--- src/rtl/ula_pkg.sv ---
// Shared types and constants for the ALU sequencer: opcodes, ALU selectors,
// FSM state encoding and register-file geometry.
package ula_pkg;

  localparam int unsigned RegAddrW = 2;
  localparam int unsigned DataW    = 4;
  localparam int unsigned NumRegs  = 4;

  localparam logic [3:0] OP_NOP  = 4'b0000;
  localparam logic [3:0] OP_LDI  = 4'b0001;
  localparam logic [3:0] OP_MOV  = 4'b0010;
  localparam logic [3:0] OP_RSVD = 4'b0011;

  // ALU selectors; ADD and SUB ignore the two low bits.
  localparam logic [3:0] OP_OR   = 4'b0100;
  localparam logic [3:0] OP_AND  = 4'b0101;
  localparam logic [3:0] OP_XOR  = 4'b0110;
  localparam logic [3:0] OP_NAND = 4'b0111;
  localparam logic [3:0] OP_ADD  = 4'b1000;
  localparam logic [3:0] OP_SUB  = 4'b1100;

  typedef enum logic [1:0] {
    StIdle,
    StIssue,
    StWait,
    StWb
  } state_e;

  function automatic logic is_alu_op(input logic [3:0] op);
    return op[3:2] != 2'b00;
  endfunction

endpackage

--- src/rtl/ula_regfile.sv ---
// 4x4-bit register file: one synchronous write port with synchronous active-low
// clear, three combinational read ports.
module ula_regfile
  import ula_pkg::*;
(
  input  logic                clk_i,
  input  logic                rst_ni,
  input  logic                we_i,
  input  logic [RegAddrW-1:0] waddr_i,
  input  logic [DataW-1:0]    wdata_i,
  input  logic [RegAddrW-1:0] rs_addr_i,
  output logic [DataW-1:0]    rs_data_o,
  input  logic [RegAddrW-1:0] rt_addr_i,
  output logic [DataW-1:0]    rt_data_o,
  input  logic [RegAddrW-1:0] dbg_addr_i,
  output logic [DataW-1:0]    dbg_data_o
);

  logic [DataW-1:0] regs_q [NumRegs];

  always_ff @(posedge clk_i) begin
    if (!rst_ni) begin
      for (int i = 0; i < NumRegs; i++) begin
        regs_q[i] <= '0;
      end
    end else if (we_i) begin
      regs_q[waddr_i] <= wdata_i;
    end
  end

  assign rs_data_o  = regs_q[rs_addr_i];
  assign rt_data_o  = regs_q[rt_addr_i];
  assign dbg_data_o = regs_q[dbg_addr_i];

endmodule

--- src/rtl/ula_seq_ctrl.sv ---
// Single-issue sequencer for the 4-bit ALU: accept, issue, wait for ack, write back.
// Optional ULA_SEQ_FLAGS_EN adds a zero_flag output updated by ALU writebacks.
module ula_seq_ctrl
  import ula_pkg::*;
#(
  parameter int unsigned ACK_TIMEOUT = 4
) (
  input  logic                clk,
  input  logic                rst_n,
  input  logic                instr_valid,
  output logic                instr_ready,
  input  logic [3:0]          instr_op,
  input  logic [RegAddrW-1:0] instr_rd,
  input  logic [RegAddrW-1:0] instr_rs,
  input  logic [RegAddrW-1:0] instr_rt,
  input  logic [DataW-1:0]    instr_imm,
  output logic                ula_enable,
  output logic [DataW-1:0]    ula_a,
  output logic [DataW-1:0]    ula_b,
  output logic [3:0]          ula_sel,
  input  logic [DataW-1:0]    ula_result,
  input  logic                ula_ack,
  output logic                done,
  output logic [DataW-1:0]    done_data,
  output logic                err,
  input  logic [RegAddrW-1:0] dbg_addr,
  output logic [DataW-1:0]    dbg_data
`ifdef ULA_SEQ_FLAGS_EN
  ,
  output logic                zero_flag
`endif
);

  state_e              state_q, state_d;
  logic [3:0]          op_q, op_d;
  logic [RegAddrW-1:0] rd_q, rd_d;
  logic [DataW-1:0]    imm_q, imm_d;
  logic [DataW-1:0]    a_q, a_d;
  logic [DataW-1:0]    b_q, b_d;
  logic [DataW-1:0]    res_q, res_d;
  logic [3:0]          cnt_q, cnt_d;
  logic                err_q, err_d;

  logic [DataW-1:0]    rs_data, rt_data;
  logic                rf_we;
  logic [3:0]          cnt_inc;

  ula_regfile u_regfile (
    .clk_i      (clk),
    .rst_ni     (rst_n),
    .we_i       (rf_we),
    .waddr_i    (rd_q),
    .wdata_i    (done_data),
    .rs_addr_i  (instr_rs),
    .rs_data_o  (rs_data),
    .rt_addr_i  (instr_rt),
    .rt_data_o  (rt_data),
    .dbg_addr_i (dbg_addr),
    .dbg_data_o (dbg_data)
  );

  assign cnt_inc = cnt_q + 4'd1;
  assign err     = err_q;

  always_comb begin
    state_d     = state_q;
    op_d        = op_q;
    rd_d        = rd_q;
    imm_d       = imm_q;
    a_d         = a_q;
    b_d         = b_q;
    res_d       = res_q;
    cnt_d       = cnt_q;
    err_d       = 1'b0;
    instr_ready = 1'b0;
    ula_enable  = 1'b0;
    ula_a       = '0;
    ula_b       = '0;
    ula_sel     = '0;
    done        = 1'b0;
    done_data   = '0;
    rf_we       = 1'b0;

    unique case (state_q)
      StIdle: begin
        instr_ready = rst_n;
        if (instr_valid) begin
          op_d    = instr_op;
          rd_d    = instr_rd;
          imm_d   = instr_imm;
          a_d     = rs_data;
          b_d     = rt_data;
          state_d = is_alu_op(instr_op) ? StIssue : StWb;
        end
      end
      StIssue: begin
        ula_enable = 1'b1;
        ula_a      = a_q;
        ula_b      = b_q;
        ula_sel    = op_q;
        cnt_d      = '0;
        state_d    = StWait;
      end
      StWait: begin
        ula_a   = a_q;
        ula_b   = b_q;
        ula_sel = op_q;
        if (ula_ack) begin
          res_d   = ula_result;
          cnt_d   = '0;
          state_d = StWb;
        end else if (cnt_inc == 4'(ACK_TIMEOUT)) begin
          err_d   = 1'b1;
          cnt_d   = '0;
          state_d = StIdle;
        end else begin
          cnt_d = cnt_inc;
        end
      end
      StWb: begin
        done    = 1'b1;
        state_d = StIdle;
        if (op_q == OP_LDI) begin
          done_data = imm_q;
          rf_we     = 1'b1;
        end else if (op_q == OP_MOV) begin
          done_data = a_q;
          rf_we     = 1'b1;
        end else if (is_alu_op(op_q)) begin
          done_data = res_q;
          rf_we     = 1'b1;
        end
      end
      default: state_d = StIdle;
    endcase
  end

  always_ff @(posedge clk) begin
    if (!rst_n) begin
      state_q <= StIdle;
      op_q    <= '0;
      rd_q    <= '0;
      imm_q   <= '0;
      a_q     <= '0;
      b_q     <= '0;
      res_q   <= '0;
      cnt_q   <= '0;
      err_q   <= 1'b0;
    end else begin
      state_q <= state_d;
      op_q    <= op_d;
      rd_q    <= rd_d;
      imm_q   <= imm_d;
      a_q     <= a_d;
      b_q     <= b_d;
      res_q   <= res_d;
      cnt_q   <= cnt_d;
      err_q   <= err_d;
    end
  end

`ifdef ULA_SEQ_FLAGS_EN
  logic zero_q;

  always_ff @(posedge clk) begin
    if (!rst_n) begin
      zero_q <= 1'b0;
    end else if (state_q == StWb && is_alu_op(op_q)) begin
      zero_q <= (res_q == '0);
    end
  end

  assign zero_flag = zero_q;
`endif

endmodule

--- config.mk ---
export PLATFORM = sky130hd
export DESIGN_NAME = ula_seq_ctrl
export DESIGN_NICKNAME = d
export VERILOG_FILES = /design/src/rtl/ula_pkg.sv /design/src/rtl/ula_regfile.sv /design/src/rtl/ula_seq_ctrl.sv
export SDC_FILE = /design/constraint.sdc
export NUM_CORES = 1
export LEC_CHECK = 0
export ABC_AREA = 1
export BUFFER_PORTS_ARGS = -buffer_cell sky130_fd_sc_hd__buf_2
export CORE_MARGIN = 3
export CORE_UTILIZATION = 33
export CTS_CLUSTER_DIAMETER = 60
export CTS_CLUSTER_SIZE = 10
export DETAILED_ROUTE_END_ITERATION = 10
export HOLD_SLACK_MARGIN = 0.05
export PLACE_DENSITY_LB_ADDON = 0.25
export SLEW_MARGIN = 20
export SYNTH_ARGS = -nofsm -noshare
export SYNTH_HDL_FRONTEND = slang
export SYNTH_HIERARCHICAL = 1
export SYNTH_SLANG_ARGS = --single-unit
--- constraint.sdc ---
create_clock -name clk -period 1.8 [get_ports clk]
set_input_delay 0.18 -clock clk [delete_from_list [all_inputs] [get_ports clk]]
set_output_delay 0.18 -clock clk [all_outputs]
set_load 0.02 [all_outputs]
**Word level (Yosys, flattened, before mapping)**

Memory sizes are Yosys's and may differ from the RTL's. A register that Yosys moved wholly into a read port is not among the register bits.
Cells that the tools add are included.

- Bits of input ports: 24
- Bits in latches: 0
- Register bits after elaboration: 21
- Memories kept: 1
- Memory bits (read-only): 0
- Word-level logic and storage cells: 61
- Output and inout port bits: 24
- RAM bits: 16

Memories:

| memory | words | width | read ports | clocked after Yosys merged registers in | write ports | line | source |
|---|---|---|---|---|---|---|---|
| u_regfile.regs_q | 4 | 4 | 3 | 2 | 4 | ula_regfile.sv:19 | `logic [DataW-1:0] regs_q [NumRegs];` |

- Reductions and logical operators: 12
- Bitwise logic cells: 2
- Order comparisons: 0
- Add/subtract/negate cells: 1
- Divide/modulo/power cells: 0
- Eq/ne operators: 8
- Mux-type cells: 30
- Multiply operators: 0
- Shifts and indexed selects: 0

Operators with widths:

| kind | count |
|---|---|
| 4-bit 2-to-1 mux | 10 |
| 1-bit 2-to-1 mux | 13 |
| 2-bit 2-to-1 mux | 5 |
| 2-bit case mux with 4 select lines | 1 |
| 4-bit case mux with 2 select lines | 1 |
| 2-bit AND reduction | 3 |
| 2-bit nonzero test | 3 |
| 4-bit by 1-bit adder with 4-bit output, second input constant | 1 |
| 2-bit equality test, second input constant | 2 |
| 4-bit by 1-bit equality test with 1-bit output, second input constant | 1 |
| 4-bit by 2-bit equality test with 1-bit output, second input constant | 1 |
| 4-bit by 3-bit equality test with 1-bit output, second input constant | 1 |
| 4-bit OR reduction | 1 |
| 3-bit != test, second input constant | 1 |
| 3-bit OR reduction | 1 |
| 2-bit by 1-bit equality test with 1-bit output, second input constant | 1 |
| 1-bit zero test | 2 |
| 2-bit zero test | 1 |
| 2-bit != test, second input constant | 1 |
| 1-bit inverter | 2 |
| 2-bit OR reduction | 1 |

**Depth between registers and ports, before layout**

Gate-level depths: netlist (run 1).

- Depth in word-level cells: 10
- Gate-level depth with buffers: 10
- Depth with buffers taken out: 10

**By module**

Netlist (run 1), hierarchy kept.

By module, submodules not included:

| module | cells each | sequential area each (um2) | instances | area an instance (um2) |
|---|---|---|---|---|
| ula_seq_ctrl | 215 | 580.6 | 1 | 1481.4 |
| ula_regfile | 156 | 480.5 | 1 | 1086.0 |

**Worst setup path after synthesis (run 1)**

Ideal clock, no wire load.

- Kind: register -> register
- From: register state_q[0]
- To: memory u_regfile.regs_q[2][0], enable pin
- Buffers on the path: 0
- Setup time: 0.335 ns
- Cell stages (with the launch flop): 6
- Setup slack: 0.199 ns
- Data arrival time: 1.266 ns
- Cell sequence: dfxtp_1 > ha_1 > nand2_1 > inv_1 > nand2_4 > o21ai_1

RTL lines:

| what | line | source |
|---|---|---|
| start, declared | ula_seq_ctrl.sv:34 | `state_e state_q, state_d;` |
| start signal, assigned | ula_seq_ctrl.sv:140 | `state_q <= StIdle;` |
| start signal, assigned | ula_seq_ctrl.sv:150 | `state_q <= state_d;` |
| end, declared | ula_regfile.sv:19 |  |

**Worst setup path in the final report (run 1)**

- From: register op_q[2]
- To: output port done_data[0]

- Word-level cells in the longest chain between the ends: 5
- Elaborated cells on any way between the ends: 7

Ends and longest elaborated chain:

| what | line | source |
|---|---|---|
| start, declared | ula_seq_ctrl.sv:35 | `logic [3:0] op_q, op_d;` |
| start signal, assigned | ula_seq_ctrl.sv:151 | `op_q <= op_d;` |
| 2-bit nonzero test | ula_pkg.sv:30 | `return op[3:2] != 2'b00;` |
| 4-bit 2-to-1 mux | ula_seq_ctrl.sv:129 | `end else if (is_alu_op(op_q)) begin` |
| 4-bit 2-to-1 mux | ula_seq_ctrl.sv:126 | `end else if (op_q == OP_MOV) begin` |
| 4-bit 2-to-1 mux * | ula_seq_ctrl.sv:123 | `if (op_q == OP_LDI) begin` |
| 4-bit 2-to-1 mux * | ula_seq_ctrl.sv:84 | `unique case (state_q)` |
| end, declared | ula_seq_ctrl.sv:24 | `output logic [DataW-1:0] done_data,` |

Mark *: on every way between the ends. The rest lies on a longest branch, timed or not.

==> results of run 1 <==
## metrics by stage
| step | setup TNS (ps) | hold WS [ps] |
|---|---|---|
| floorplan | 0 | 315.7 |
| global placement | 0 | 432.0 |
| detailed placement | 0 | 438.4 |
| CTS | 0 | 126.3 |
| global route | -7.659 | 151.9 |
| finish | 0 | 134.5 |
## final timing paths
path,start,to,slack [ps],cells after the start
worst max-delay path,op_q[2],done_data[0],90,6
worst min-delay path,ula_result[0],res_q[0],130,3
worst max register to register,op_q[1],u_regfile/regs_q[1][0],200,10
worst min register to register,b_q[2],b_q[2],490,2
## per-layer routing
| metal | vias to the layer above | global-route usage (%) | share of wire, % |
|---|---|---|---|
| met2 | 78 | 21.57 | 43 |
| met1 | 1085 | 20.03 | 48 |
| li1 | 1253 | - | - |
| met4 | 0 | 3.851 | 1.2 |
| met3 | 8 | 3.846 | 7.4 |
| met5 | - | 0 | 0 |
## layout make-up
class / count / area, um2 / share of cell area [%]
sequential: 45 / 1065 / 35.12
inverter: 62 / 235.2 / 7.759
clock inverter: 2 / 10.01 / 0.3302
timing repair buffer: 52 / 285.3 / 9.410
clock buffer: 6 / 73.82 / 2.435
multi-input combinational: 255 / 1239 / 40.86
tap: 99 / 123.9 / 4.086
## power breakdown
group	total [mW]	switching [mW]	internal (mW)
sequential	1.39	0.149	1.24
combinational	1.36	0.880	0.484
clock	0.590	0.316	0.274
## cell families (layout without fill, tap and decap cells)
logic type	count (synthesis)	in the layout	synth area share (%)
AO/OA/AOI/OAI	37	37	7.700
adder cells (fa/ha/maj)	7	7	3.411
buffers and inverters	71	122	11.16
AND/OR/NAND/NOR	211	211	36.40
flip-flops	45	45	41.33
## state kept, by name, summed over array words and instances (netlist names)
signal,cells
a_q,4
b_q,4
cnt_q,4
err,1
imm_q,4
op_q,4
rd_q,2
res_q,4
state_q,2
u_regfile/regs_q,16
## worst min-delay path: stages
cell	delay, ps
buf_2	70
o21ai_0	70
nor2_1	70
## synth_stat cells
master    number  share of area [%]
nor2_2         1               0.24
nor3_1         5               0.97
nand3_1       37                7.2
nor2_4         3                1.3
o21ai_0       24                4.7
o21ai_1        1               0.19
dfxtp_1       29                 23
clkbuf_1       2               0.29
o21a_1         1               0.29
nor2_8         1               0.78
buf_6          1               0.44
nand3_2        1               0.39
buf_2          5               0.97
ha_1           7                3.4
o211ai_1       4                1.2
edfxtp_1      16                 19
inv_2         14                2.0
buf_4          1               0.29
nand2_2        3               0.73
nand2_4        4                1.8
nor2_1        58                8.5
inv_1         47                6.9
nand2_1       96                 14
a21oi_1        7                1.4
nand4_1        2               0.49
inv_4          1               0.24
## timing repair
| item | 4_1_cts | 5_1_grt |
|---|---|---|
| gates cloned | 0 | 0 |
| resized for setup | 1 | 9 |
| hold buffers | 0 | 0 |
| endpoints found under the setup margin | 12 | 27 |
| pin swaps | 0 | 1 |
==> results.sh, run 1 <==
export IMPL_hold_violations=0
export IMPL_power_mw=3.341
export IMPL_fin_util_pct=40.92
export IMPL_setup_viol=0
export IMPL_path_buf_inv=3
export IMPL_critPathSlowestCell="dfxtp_2"
export IMPL_synth_cell_area_mm2=0.002567
export IMPL_skew_ps=10.64
export IMPL_post_route_period_util_pct=95.21
export IMPL_synth_seq_area_share_pct=41.33
export IMPL_fin_nets=452
export IMPL_stdcell_count=521
export IMPL_ios=48
export IMPL_run_status="complete, no violations"
export IMPL_fillers=794
export IMPL_final_common_cell="nand2_1"
export IMPL_power_density_mw_per_mm2=1102
export IMPL_clk_pin_slew_ps=80
export IMPL_placed_area_mm2=0.002913
export IMPL_areaGrowthSynthToFinish_pct=18.08
export IMPL_cts_sinks=45
export IMPL_arrival_ps=1530
export IMPL_grt_pass1_wl_um=10120
export IMPL_rows=31
export IMPL_dp_cells=513
export IMPL_syn_area_per_cell_um2=6.920
export IMPL_cp_top_family="buffers and inverters"
export IMPL_dp_hpwl_um=4794
export IMPL_postCtsSetupBuffers=0
export IMPL_grt_overflow=0
export IMPL_rsz0062_at_grt="yes"
export IMPL_power_leakage_nw=1.579
export IMPL_worst_pin_slew_ps=282.4
export IMPL_dr_pass1_iters=4
export IMPL_routabilityCongestion=0.7928
export IMPL_drive_above_1_share_pct=22.27
export IMPL_vias_per_cell=4.653
export IMPL_drt_iter0_markers=119
export IMPL_fin_area_mm2=0.003032
export IMPL_grtUsageTotal_pct=14.28
export IMPL_grt_pass1_vias=2252
export IMPL_fin_crit_ps=1714
export IMPL_end_kind="primary output"
export IMPL_grt_max_degree=31
export IMPL_cts_root_buf="clkbuf_8"
export IMPL_cts_buffer_depth=2
export IMPL_critPathLaunchType="register"
export IMPL_drt_wl_total_um=6054
export IMPL_maxCapViolCount=0
export IMPL_drcViolationCount=0
export IMPL_report_final_slew_viol_count=0
export IMPL_synth_cell_types=26
export IMPL_antenna_found_initial=0
export IMPL_yosysWarnings=6
export IMPL_detail_route_antenna_nets=0
export IMPL_hold_class="primary input to register"
export IMPL_cts_max_level=2
export IMPL_critPathMaxFanout=8
export IMPL_core_mm2=0.007408
export IMPL_portBuffers=47
export IMPL_peakVddDrop_mv=0.5912
export IMPL_dp_slack_ps=131.2
export IMPL_wl_per_cell_um=11.62
export IMPL_start_util_pct=34.66
export IMPL_ys_ff_latch=45
export IMPL_via_count=2424
export IMPL_slew_limit_headroom_pct=81.15
export IMPL_worstPathCellList="nor2_4, nand3_2, buf_4, o211ai_1, inv_1, buf_6"
export IMPL_clk_latency_ps=290
export IMPL_dieArea_mm2=0.008875
export IMPL_die_y_um=94.21
export IMPL_cts_tree="done"
export IMPL_n_antenna_cell=0
export IMPL_critPathRequiredTime_ps=1620
export IMPL_layout_common_cells="nand2_1 (96), nor2_1 (57), inv_1 (47)"
export IMPL_crit_type="register to primary output"
export IMPL_setup_ws_ps=86.30
export IMPL_cpPeakStageDelay_ps=350
export IMPL_fmax_mhz=583.5
export IMPL_cts_made_buffers=5
export IMPL_synth_cells=371
export IMPL_syn_nets=402
export IMPL_die_x_um=94.21
No activity file was read; power rests on OpenSTA's default activity.
==> inputs of run 2 (changes only) <==
Settings changed: CELL_PAD_IN_SITES_DETAIL_PLACEMENT from default to 0, CELL_PAD_IN_SITES_GLOBAL_PLACEMENT from default to 1.
==> results.sh, run 2 (synthesized netlist as in run 1, its figures left out) <==
export IMPL_layout_common_cells="nand2_1 (96), nor2_1 (57), inv_1 (47)"
export IMPL_cp_top_family="buffers and inverters"
export IMPL_critPathRequiredTime_ps=1620
export IMPL_hold_violations=0
export IMPL_maxCapViolCount=0
export IMPL_hold_class="primary input to register"
export IMPL_setup_tns_ps=0
export IMPL_vias_per_cell=4.508
export IMPL_end_kind="primary output"
export IMPL_fin_crit_ps=1677
export IMPL_via_count=2353
export IMPL_portBuffers=47
export IMPL_power_density_mw_per_mm2=1167
export IMPL_final_common_cell="nand2_1"
export IMPL_drcViolationCount=0
export IMPL_run_status="complete, no violations"
export IMPL_setup_viol=0
export IMPL_wl_per_cell_um=11.93
export IMPL_rows=31
export IMPL_rsz0062_at_grt="no"
export IMPL_skew_ps=12.62
export IMPL_cpPeakStageDelay_ps=350
export IMPL_core_mm2=0.007408
export IMPL_peakVddDrop_mv=0.8590
export IMPL_detail_route_antenna_nets=0
export IMPL_cts_root_buf="clkbuf_8"
export IMPL_fmax_mhz=596.2
export IMPL_fin_util_pct=41.67
export IMPL_dp_cells=514
export IMPL_dp_hpwl_um=4862
export IMPL_worst_pin_slew_ps=401.5
export IMPL_grt_max_degree=19
export IMPL_ff2ff_path_depth=7
export IMPL_cts_tree="done"
export IMPL_grt_pass1_vias=2239
export IMPL_grtUsageTotal_pct=14.81
export IMPL_drive_above_1_share_pct=22.22
export IMPL_path_buf_inv=3
export IMPL_slew_limit_headroom_pct=73.17
export IMPL_postCtsSetupBuffers=0
export IMPL_drt_wl_total_um=6227
export IMPL_path_depth=7
export IMPL_stdcell_count=522
export IMPL_ios=48
export IMPL_critPathLaunchType="register"
export IMPL_grt_overflow=0
export IMPL_top_register="u_regfile/regs_q"
export IMPL_largest_register_ffs=16
export IMPL_n_antenna_cell=0
export IMPL_fillers=805
export IMPL_routabilityCongestion=0.8030
export IMPL_crit_type="register to primary output"
export IMPL_critPathSlowestCell="dfxtp_2"
export IMPL_fin_nets=453
export IMPL_areaGrowthSynthToFinish_pct=20.22
export IMPL_start_util_pct=34.66
export IMPL_clk_pin_slew_ps=80
export IMPL_antenna_found_initial=0
export IMPL_die_x_um=94.21
export IMPL_cts_max_level=2
export IMPL_grt_pass1_wl_um=10380
export IMPL_dr_pass1_iters=4
export IMPL_cts_made_buffers=5
export IMPL_post_route_period_util_pct=93.18
export IMPL_hold_depth=3
export IMPL_clk_latency_ps=290
export IMPL_die_y_um=94.21
export IMPL_power_mw=3.603
export IMPL_critPathMaxFanout=8
export IMPL_drt_iter0_markers=109
export IMPL_worstPathCellList="nor2_4, nand3_2, buf_4, nand3_1, o211ai_1, inv_1, clkbuf_4"
export IMPL_report_final_slew_viol_count=0
export IMPL_arrival_ps=1500
export IMPL_cts_buffer_depth=2
export IMPL_cts_sinks=45
export IMPL_power_leakage_nw=1.606
export IMPL_dieArea_mm2=0.008875
run 2: cell types whose count changed in the layout (fill, tap and decap cells not counted):
cell	change
bufinv_16	+1
o21ai_2	-1
clkinv_2	-1
clkbuf_16	+1
buf_2	+1
clkbuf_2	-1
clkbuf_4	+1
o21ai_1	+1
buf_6	-1
buf_4	-1
buf_12	+1
run 2: power by group:
| part | switching (mW) | leakage, nW | internal (mW) |
|---|---|---|---|
| sequential | 0.155 | 0.404 | 1.24 |
| combinational | 0.874 | 1.13 | 0.506 |
| clock | 0.335 | 0.0663 | 0.496 |
run 2: cell type report:
cell class | count | area [um2] | share of cell area [%]
Clock buffer | 6 | 93.84 | 3.040
Inverter | 62 | 235.2 | 7.621
Timing Repair Buffer | 53 | 299.0 | 9.688
Tap cell | 99 | 123.9 | 4.013
Clock inverter | 2 | 35.03 | 1.135
Multi-Input combinational cell | 255 | 1235 | 40.01
Sequential cell | 45 | 1065 | 34.50
run 2: timing repair:
item                       4_1_cts  5_1_grt
pin swaps                        0        1
setup endpoints to repair       12       14
hold buffers                     0        0
resized for setup                2        5
run 2: metrics by stage:
stage / setup WS, ps / hold slack (ps) / area (um2)
floorplan: 199.5 / 315.7 / 2567
global placement: 235.7 / 430.8 / 2933
detailed placement: 195.6 / 437.1 / 2933
CTS: 70.29 / 122.2 / 3078
global route: 2.350 / 140.2 / 3087
finish: 122.8 / 130.9 / 3087
run 2: worst register-to-register path, delay by kind of cell (launching register included):
family / cells / cell delay, ps
AND/OR/NAND/NOR: 5 / 500
buffers and inverters: 1 / 100
AO/OA/AOI/OAI: 1 / 330
flip-flops: 1 / 350
run 2: metal layers:
metal / routed length, um / vias up / global-route usage, %
li1: - / 1257 / -
met1: 2991 / 1033 / 19.25
met2: 2763 / 54 / 23.82
met3: 385 / 9 / 4.167
met4: 87 / 0 / 4.452
met5: 0 / - / 0
run 2: path summary, 6_finish.rpt:
kind / from / to / slack [ps]
max reg2reg: op_q[2] / u_regfile/regs_q[2][2] / 190
min reg2reg: imm_q[2] / imm_q[2] / 490
min: ula_result[2] / res_q[2] / 130
max: op_q[2] / done_data[1] / 120
